<file path="config.mk">
export PLATFORM = sky130hd
export DESIGN_NAME = multi_code_cmp_seq
export DESIGN_NICKNAME = d
export VERILOG_FILES = /design/src/rtl/multi_code_cmp_seq.sv
export SDC_FILE = /design/constraint.sdc
export NUM_CORES = 1
export LEC_CHECK = 0
export ABC_AREA = 0
export ABC_CLOCK_PERIOD_IN_PS = 2500
export BUFFER_PORTS_ARGS = -buffer_cell sky130_fd_sc_hd__buf_4
export CAP_MARGIN = 0
export CORE_UTILIZATION = 50
export DETAILED_ROUTE_END_ITERATION = 12
export GPL_TIMING_DRIVEN = 1
export HOLD_SLACK_MARGIN = 0.1
export PLACE_DENSITY = 0.67
export SLEW_MARGIN = 20
export SYNTH_ARGS = -nofsm -noshare
export SYNTH_HDL_FRONTEND = slang
export SYNTH_SLANG_ARGS = --single-unit
</file>
<file path="constraint.sdc">
create_clock -name clk -period 2.5 [get_ports clk]
set_clock_uncertainty 0.2 [all_clocks]
set_input_delay 0.5 -clock clk [delete_from_list [all_inputs] [get_ports clk]]
set_output_delay 0.5 -clock clk [all_outputs]
set_load 0.1 [all_outputs]
</file>
<file path="src/rtl/multi_code_cmp_seq.sv">
`default_nettype none
// ============================================================================
// Module   : multi_code_cmp_seq
// Purpose  : Handshaked A/B converter (Binary/Gray/Excess-3/BCD) with magnitude
//            compare; BCD-based codes use a serial double-dabble engine.
// Revision : 1.0 - initial release
// ============================================================================
module multi_code_cmp_seq #(
   parameter  int WIDTH = 8,
   localparam int NDIG  = (WIDTH * 302) / 1000 + 1,
   localparam int OUT_W = 4 * NDIG
) (
   input  logic             clk,
   input  logic             rst_n,
   input  logic             in_valid,
   output logic             in_ready,
   input  logic [WIDTH-1:0] A,
   input  logic [WIDTH-1:0] B,
   input  logic [1:0]       mode,
   output logic             out_valid,
   input  logic             out_ready,
   output logic [OUT_W-1:0] convA,
   output logic [OUT_W-1:0] convB,
   output logic [1:0]       mode_o,
   output logic             gt,
   output logic             lt,
   output logic             eq,
   output logic             busy
);

   localparam int                   c_STEP_W = (WIDTH > 1) ? $clog2(WIDTH) : 1;
   localparam logic [c_STEP_W-1:0]  c_LAST   = c_STEP_W'(WIDTH - 1);

   typedef enum logic [1:0] {
      IDLE = 2'd0,
      CONV = 2'd1,
      OUT  = 2'd2
   } state_t;

   state_t              r_state, w_state_next;
   logic                w_accept;
   logic [WIDTH-1:0]    r_op_a, r_op_b;
   logic [OUT_W-1:0]    r_scr_a, r_scr_b;
   logic [OUT_W-1:0]    w_scr_a_next, w_scr_b_next;
   logic [c_STEP_W-1:0] r_step;
   logic                r_xs3;

   // all=1 adds 3 to every digit (Excess-3); all=0 is the dabble correction.
   function automatic logic [OUT_W-1:0] adj_digits(input logic [OUT_W-1:0] v,
                                                   input logic all);
      logic [OUT_W-1:0] r;
      r = v;
      for (int i = 0; i < NDIG; i++) begin
         if (all || (v[4*i +: 4] >= 4'd5))
            r[4*i +: 4] = v[4*i +: 4] + 4'd3;
      end
      return r;
   endfunction

   always_comb begin
      w_scr_a_next = adj_digits(r_scr_a, 1'b0);
      w_scr_b_next = adj_digits(r_scr_b, 1'b0);
      w_scr_a_next = {w_scr_a_next[OUT_W-2:0], r_op_a[WIDTH-1]};
      w_scr_b_next = {w_scr_b_next[OUT_W-2:0], r_op_b[WIDTH-1]};
   end

   always_ff @(posedge clk or negedge rst_n) begin
      if (!rst_n) r_state <= IDLE;
      else        r_state <= w_state_next;
   end

   always_comb begin
      w_state_next = r_state;
      in_ready     = (r_state == IDLE) || ((r_state == OUT) && out_ready);
      w_accept     = in_valid && in_ready;
      out_valid    = (r_state == OUT);
      busy         = (r_state != IDLE);
      case (r_state)
         IDLE: if (w_accept) w_state_next = mode[1] ? CONV : OUT;
         CONV: if (r_step == c_LAST) w_state_next = OUT;
         OUT: begin
            if (w_accept)       w_state_next = mode[1] ? CONV : OUT;
            else if (out_ready) w_state_next = IDLE;
         end
         default: w_state_next = IDLE;
      endcase
   end

   always_ff @(posedge clk or negedge rst_n) begin
      if (!rst_n) begin
         r_op_a  <= '0;
         r_op_b  <= '0;
         r_scr_a <= '0;
         r_scr_b <= '0;
         r_step  <= '0;
         r_xs3   <= 1'b0;
         convA   <= '0;
         convB   <= '0;
         mode_o  <= '0;
         gt      <= 1'b0;
         lt      <= 1'b0;
         eq      <= 1'b0;
      end else if (w_accept) begin
         r_op_a  <= A;
         r_op_b  <= B;
         r_scr_a <= '0;
         r_scr_b <= '0;
         r_step  <= '0;
         r_xs3   <= ~mode[0];
         mode_o  <= mode;
         gt      <= (A > B);
         lt      <= (A < B);
         eq      <= (A == B);
         // Binary and Gray complete here; BCD codes are loaded after the last step.
         if (!mode[1]) begin
            convA <= mode[0] ? OUT_W'(A ^ (A >> 1)) : OUT_W'(A);
            convB <= mode[0] ? OUT_W'(B ^ (B >> 1)) : OUT_W'(B);
         end
      end else if (r_state == CONV) begin
         r_scr_a <= w_scr_a_next;
         r_scr_b <= w_scr_b_next;
         r_op_a  <= r_op_a << 1;
         r_op_b  <= r_op_b << 1;
         r_step  <= r_step + c_STEP_W'(1);
         if (r_step == c_LAST) begin
            convA <= adj_digits(w_scr_a_next, 1'b1) & {OUT_W{r_xs3}}
                   | w_scr_a_next & {OUT_W{~r_xs3}};
            convB <= adj_digits(w_scr_b_next, 1'b1) & {OUT_W{r_xs3}}
                   | w_scr_b_next & {OUT_W{~r_xs3}};
         end
      end
   end

endmodule
`default_nettype wire

</file>
# Yosys cells after proc, flatten, opt, wreduce, memory -nomap -nowiden
# Cells that the tools add are included.
classes:
  add_sub_neg: 13
  n_lt_le_gt_ge: 8
  n_eq_ne: 8
  n_mux: 50
  bitwise: 10
  n_reduce_logical: 9
op_table:
  columns: ["op", "n"]
  rows:
  - ["$mux W12", 12]
  - ["$mux W4", 22]
  - ["$and A12 B12 Y12", 4]
  - ["$mux W8", 6]
  - ["$add A4 B2 Y4 const B", 10]
  - ["$ge A4 B3 Y1 const B", 6]
  - ["$or A12 B12 Y12", 2]
  - ["$xor A8 B7 Y8", 2]
  - ["$mux W3", 4]
  - ["$mux W2", 5]
  - ["$eq A8 B8 Y1", 1]
  - ["$gt A8 B8 Y1", 1]
  - ["$lt A8 B8 Y1", 1]
  - ["$add A3 B2 Y3 const B", 2]
  - ["$ne A2 B2 Y1 const B", 3]
  - ["$pmux W2 S3", 1]
  - ["$reduce_and A3 Y1", 2]
  - ["$reduce_bool A2 Y1", 3]
  - ["$add A3 B1 Y3 const B", 1]
  - ["$eq A3 B3 Y1 const B", 1]
  - ["$ne A3 B1 Y1 const B", 1]
  - ["$eq A2 B1 Y1 const B", 1]
  - ["$eq A2 B2 Y1 const B", 1]
  - ["$logic_and A1 B1 Y1", 2]
  - ["3 further kinds", 4]
totals:
  register_bits: 75
  input_bits: 22
  output_inout_bits: 32

# Depth between registers and ports, before layout
logic_depth:
  word_depth: 11
  ltp_mapped: 10
  depth_no_buf: 10

# Worst setup path after synthesis
# OpenSTA, ideal clock, no wires.
synth_timing:
  path_type: "flip-flop to output port"
  from: "register r_state[0]"
  to: "output port out_valid"
  arrival_time_ns: 1.872
  slack_ns: -0.072
  path_stages_with_launch: 3
  n_path_buf: 1
  cell_sequence: "dfrtp_1 buf_4 nor2b_1"
synth_between:
  elab_chain_len: 1
synth_lines:
  columns: ["element", "line_no", "text"]
  rows:
  - ["from (decl)", "40", "state_t r_state, w_state_next;"]
  - ["from (signal assigned)", "69", "else r_state <= w_state_next;"]
  - ["$eq A2 B2 Y1", "76", "out_valid = (r_state == OUT);"]
  - ["to (decl)", "20", "output logic out_valid,"]
# Every way passes these cells.

# Final worst setup path
layout_timing:
  from: "register r_scr_a[0]"
  to: "register convA[6]"
layout_between:
  elab_chain_len: 11
layout_lines:
  columns: ["element", "line_no", "text"]
  rows:
  - ["from (decl)", "43", "logic [OUT_W-1:0] r_scr_a, r_scr_b;"]
  - ["from (signal assigned)", "120", "r_scr_a <= w_scr_a_next;"]
  - ["$add A4 B2 Y4 or $ge A4 B3 Y1 (tied branches)", "55, 54", null]
  - ["$mux W4 (*)", "54", "if (all || (v[4*i +: 4] >= 4'd5))"]
  - ["$add A4 B2 Y4 (*)", "55", "r[4*i +: 4] = v[4*i +: 4] + 4'd3;"]
  - ["$mux W4 (*)", "125", "if (r_step == c_LAST) begin"]
  - ["$mux W4 (*)", "119", "end else if (r_state == CONV) begin"]
  - ["$mux W4 (*)", "103", "end else if (w_accept) begin"]
  - ["$and A12 B12 Y12 (*)", "126", "convA <= adj_digits(w_scr_a_next, 1'b1) & {OUT_W{r_xs3}}"]
  - ["$or A12 B12 Y12 (*)", "127", "| w_scr_a_next & {OUT_W{~r_xs3}};"]
  - ["$mux W12 (*)", "125", null]
  - ["$mux W12 (*)", "119", null]
  - ["$mux W12 (*)", "103", null]
  - ["to (signal assigned)", "116", "convA <= mode[0] ? OUT_W'(A ^ (A >> 1)) : OUT_W'(A);"]
  - ["to (signal assigned)", "126", null]
  - ["to (decl)", "22", "output logic [OUT_W-1:0] convA,"]
# Every way passes the cells marked *; elsewhere a longest branch is shown, timed or not. The select of a mux whose other input is x is not followed.
# A chain may end at the register's enable or synchronous reset.

==> impl_metrics.yaml <==
global_routing:
  grtUsageTotal: 0.255
  gr-usage-met2: 0.421
  grt_max_degree: 38
  grt_remaining_overflow: 0
  antenna_found_initial: 0
  busiest_layer: "met2"
  met3_usage: 0.0458
  grt_pass1_wl_mm: 19.6
  grtUsageMet1: 0.340
  grt_pass1_vias: 3940
finish:
  drive_gt1_frac: 0.202
  n_antenna_cell: 0
  area.growth.synth_to_final_pct: 19.0
  nNetsFinal: 623
synthesis:
  synth_xor_area_frac: 0.0534
  synth-edff-count: 0
  muxShareOfSynthArea: 0.0136
  yosysWarnings: 0
  synth_flop_cell: "dfrtp_1"
  seq_area_frac_synth: 0.409
  ys_seq_elements: 75
  ys_types: 51
  synthAdderAreaFrac: 0.0708
  yosys.area_share.simple: 0.212
  netlist_area_um2: 4590
  synthesis.instances: 519
  synth_top_family_by_area: "simple AND/OR/NAND/NOR gates"
  synth.net_count: 567
  synth_async_sr_flop_share: 1.00
  synth-compound-area-share: 0.191
  synth_area_per_cell_um2: 8.85
worst_setup_path:
  slowest_stage: "dfrtp_1"
  reg2reg_depth: 10
  rr_endpoint: "convA[6]"
  criticalPathCategory: "reg -> reg"
  crit_path_max_incr_delay_ns: 0.40
  critPathRequiredTime_ns: 2.54
  path_buf_inv: 1
  crit_chain: "inv_1 > ha_2 > nor2b_1 > or3_4 > and2_1 > ha_1 > nor2_1 > or3_1 > nand3_1 > a22o_1"
  rr_startpoint: "r_scr_a[0]"
  path_delay_family: "simple AND/OR/NAND/NOR gates"
  start_kind: "register"
  crit_fanout: 5
  worstPathArrival_ns: 2.41
  r2r_setup_slack_ns: 0.13
  end_kind: "register"
placed_design:
  portBuffers: 53
  dpl.hpwl_mm: 8.25
  place_congestion: 0.885
pwr:
  power_frac_comb: 0.616
  power.share.sequential: 0.265
  p_sw_frac: 0.529
  vdd_drop_max_v: 0.000928
  clockPowerShare: 0.119
  power.density_nw_per_um2: 1490
  intPower_mw: 3.84
  p_sw_mw: 4.31
  p_leak_nw: 2.51
  total_power_mw: 8.16
clocking:
  h-tree-depth: 3
  path_clk_slew_ns: 0.09
  cts_buffers: 9
  cts_tree: "yes"
  cts_sinks: 75
  cts_root_buffer: "clkbuf_8"
  insertion_delay_ns: 0.36
  clockBufferDepth: 2
die:
  dieArea_um2: 9570
  dieHeight_um: 97.8
  die_x_um: 97.8
  start_util: 0.522
  core_area_um2: 8810
  rows: 34
  ioPinCount: 54
status:
  status: "finished, violations left"
  violations: "DRC"
job:
  maxCapViolCount: 0
sta:
  fin_crit_sh: 0.946
  post-route-min-period_ns: 2.37
  slew_headroom: 0.619
  report.final.slew_viol_count: 0
  fmax_mhz: 423
  setup_viol_count_final: 0
  tns_ns: 0
  hold_viol_final: 0
  rsz0062_at_grt: "no"
  worst_pin_slew_ns: 0.571
routing:
  via_count: 4014
  wl_per_cell_um: 17.0
  vias_per_cell: 5.83
  wirelength_mm: 11.7
  drt_first_pass_iters: 9
  drt_iter0_drc: 216
  ant_nets: 0
  drc_errors: 2
min_path:
  hold_path_class: "in -> reg"
  hold_start: "B[0]"
  whs_endpoint: "r_op_b[0]"
  min_path_cells: 3
metrics by stage:
step / utilization / std cells / setup WS [ns] / cell area (µm²) / hold slack [ns]
after floorplan: - / 519 / 0.00913 / 4600 / 0.00441
after CTS: 0.616 / 686 / 0.0409 / 5420 / 0.162
final: 0.620 / 688 / 0.135 / 5460 / 0.171
after detailed placement: 0.592 / 669 / 0.0465 / 5210 / 0.265
after global routing: 0.620 / 688 / 0.00466 / 5460 / 0.172
after global placement: 0.592 / 669 / 0.176 / 5210 / 0.259
cells in the mapped netlist, types with 4 or more instances:
master,number,area share
a211oi_1,9,0.015
a21oi_1,26,0.028
a22o_1,7,0.013
a22oi_1,14,0.023
and3_1,5,0.0068
buf_2,10,0.011
clkbuf_1,16,0.013
dfrtp_1,75,0.41
ha_1,26,0.071
inv_1,25,0.020
mux2i_1,4,0.0087
nand2_1,82,0.067
nand2b_1,11,0.015
nand3_1,32,0.035
nor2_1,17,0.014
nor2b_1,7,0.0095
nor3_1,9,0.0098
nor3b_1,6,0.0098
o211ai_1,4,0.0065
o21ai_0,45,0.049
o31ai_1,4,0.0065
or3_1,5,0.0068
xnor2_1,19,0.036
xor2_1,9,0.017
cells by family after synthesis:
family,count (synthesis)
buffers and inverters,56
adders and majority gates,26
xor gates and xnor gates,28
DFF,75
AOI/OAI and AO/OA,133
and+or+nand+nor,195
muxes,6
state kept, by name (all words and copies together), names as in the netlist:
signal,cells
convA,12
convB,12
r_scr_a,12
r_scr_b,12
r_op_a,8
r_op_b,8
r_step,3
mode_o,2
r_state,2
eq,1
gt,1
lt,1
r_xs3,1
placed cells by master, fill, tap and decap left out, types with 6 or more instances in the layout:
| master | count |
|---|---|
| nand2b_1 | 11 |
| buf_4 | 71 |
| nor3_1 | 9 |
| o21ai_0 | 44 |
| ha_1 | 24 |
| a22oi_1 | 14 |
| a211oi_1 | 7 |
| nor3b_1 | 6 |
| xor2_1 | 9 |
| nand2_1 | 82 |
| clkbuf_8 | 10 |
| nor2_1 | 17 |
| inv_1 | 25 |
| dfrtp_1 | 73 |
| a21oi_1 | 26 |
| a22o_1 | 7 |
| xnor2_1 | 19 |
| nand3_1 | 32 |
routing by layer:
layer | wire [µm] | part of all wire | up-vias
met5 | 0 | 0 | -
met4 | 208 | 0.018 | 0
met3 | 559 | 0.048 | 22
met2 | 5650 | 0.48 | 106
met1 | 5260 | 0.45 | 1948
li1 | - | - | 1938
worst min-delay path: stages:
cell	delay, ns
buf_4	0.10
nand2_1	0.05
nand2_1	0.05
how the worst max path moves through the flow:
stage	end	slack, ns	cells after the start	start
after global routing	convA[6]	0.005	10	r_scr_a[0]
after CTS	convB[6]	0.04	10	r_scr_b[4]
final	convA[6]	0.13	10	r_scr_a[0]
after detailed placement	convB[6]	0.05	10	r_scr_b[4]
after floorplan	in_ready	0.009	2	out_ready
after global placement	convB[6]	0.18	10	r_scr_b[4]
power by group through the flow:
stage / logic, mW / clock network, mW / registers [mW]
floorplan: 2.58 / 0 / 3.30
global placement: 4.86 / 0 / 2.14
detailed placement: 4.95 / 0 / 2.17
CTS: 4.97 / 0.990 / 2.15
global route: 5.45 / 1.04 / 2.23
finish: 5.02 / 0.974 / 2.16
timing repair:
action,4_1_cts,5_1_grt
setup buffers,0,2
hold buffers,1,0
endpoints found under the hold margin,35,0
setup endpoints to repair,0,4
resized for setup,0,10
final cells by class:
type                       instances  area (µm²)
clock inverter                     5        61.3
sequential                        75        1880
inverter                          25        93.8
tap                              108         135
multi-input combinational        388        2530
fill                             765        3340
clock buffer                      11         141
timing repair buffer              76         623
No activity file was read; power rests on OpenSTA's default activity.
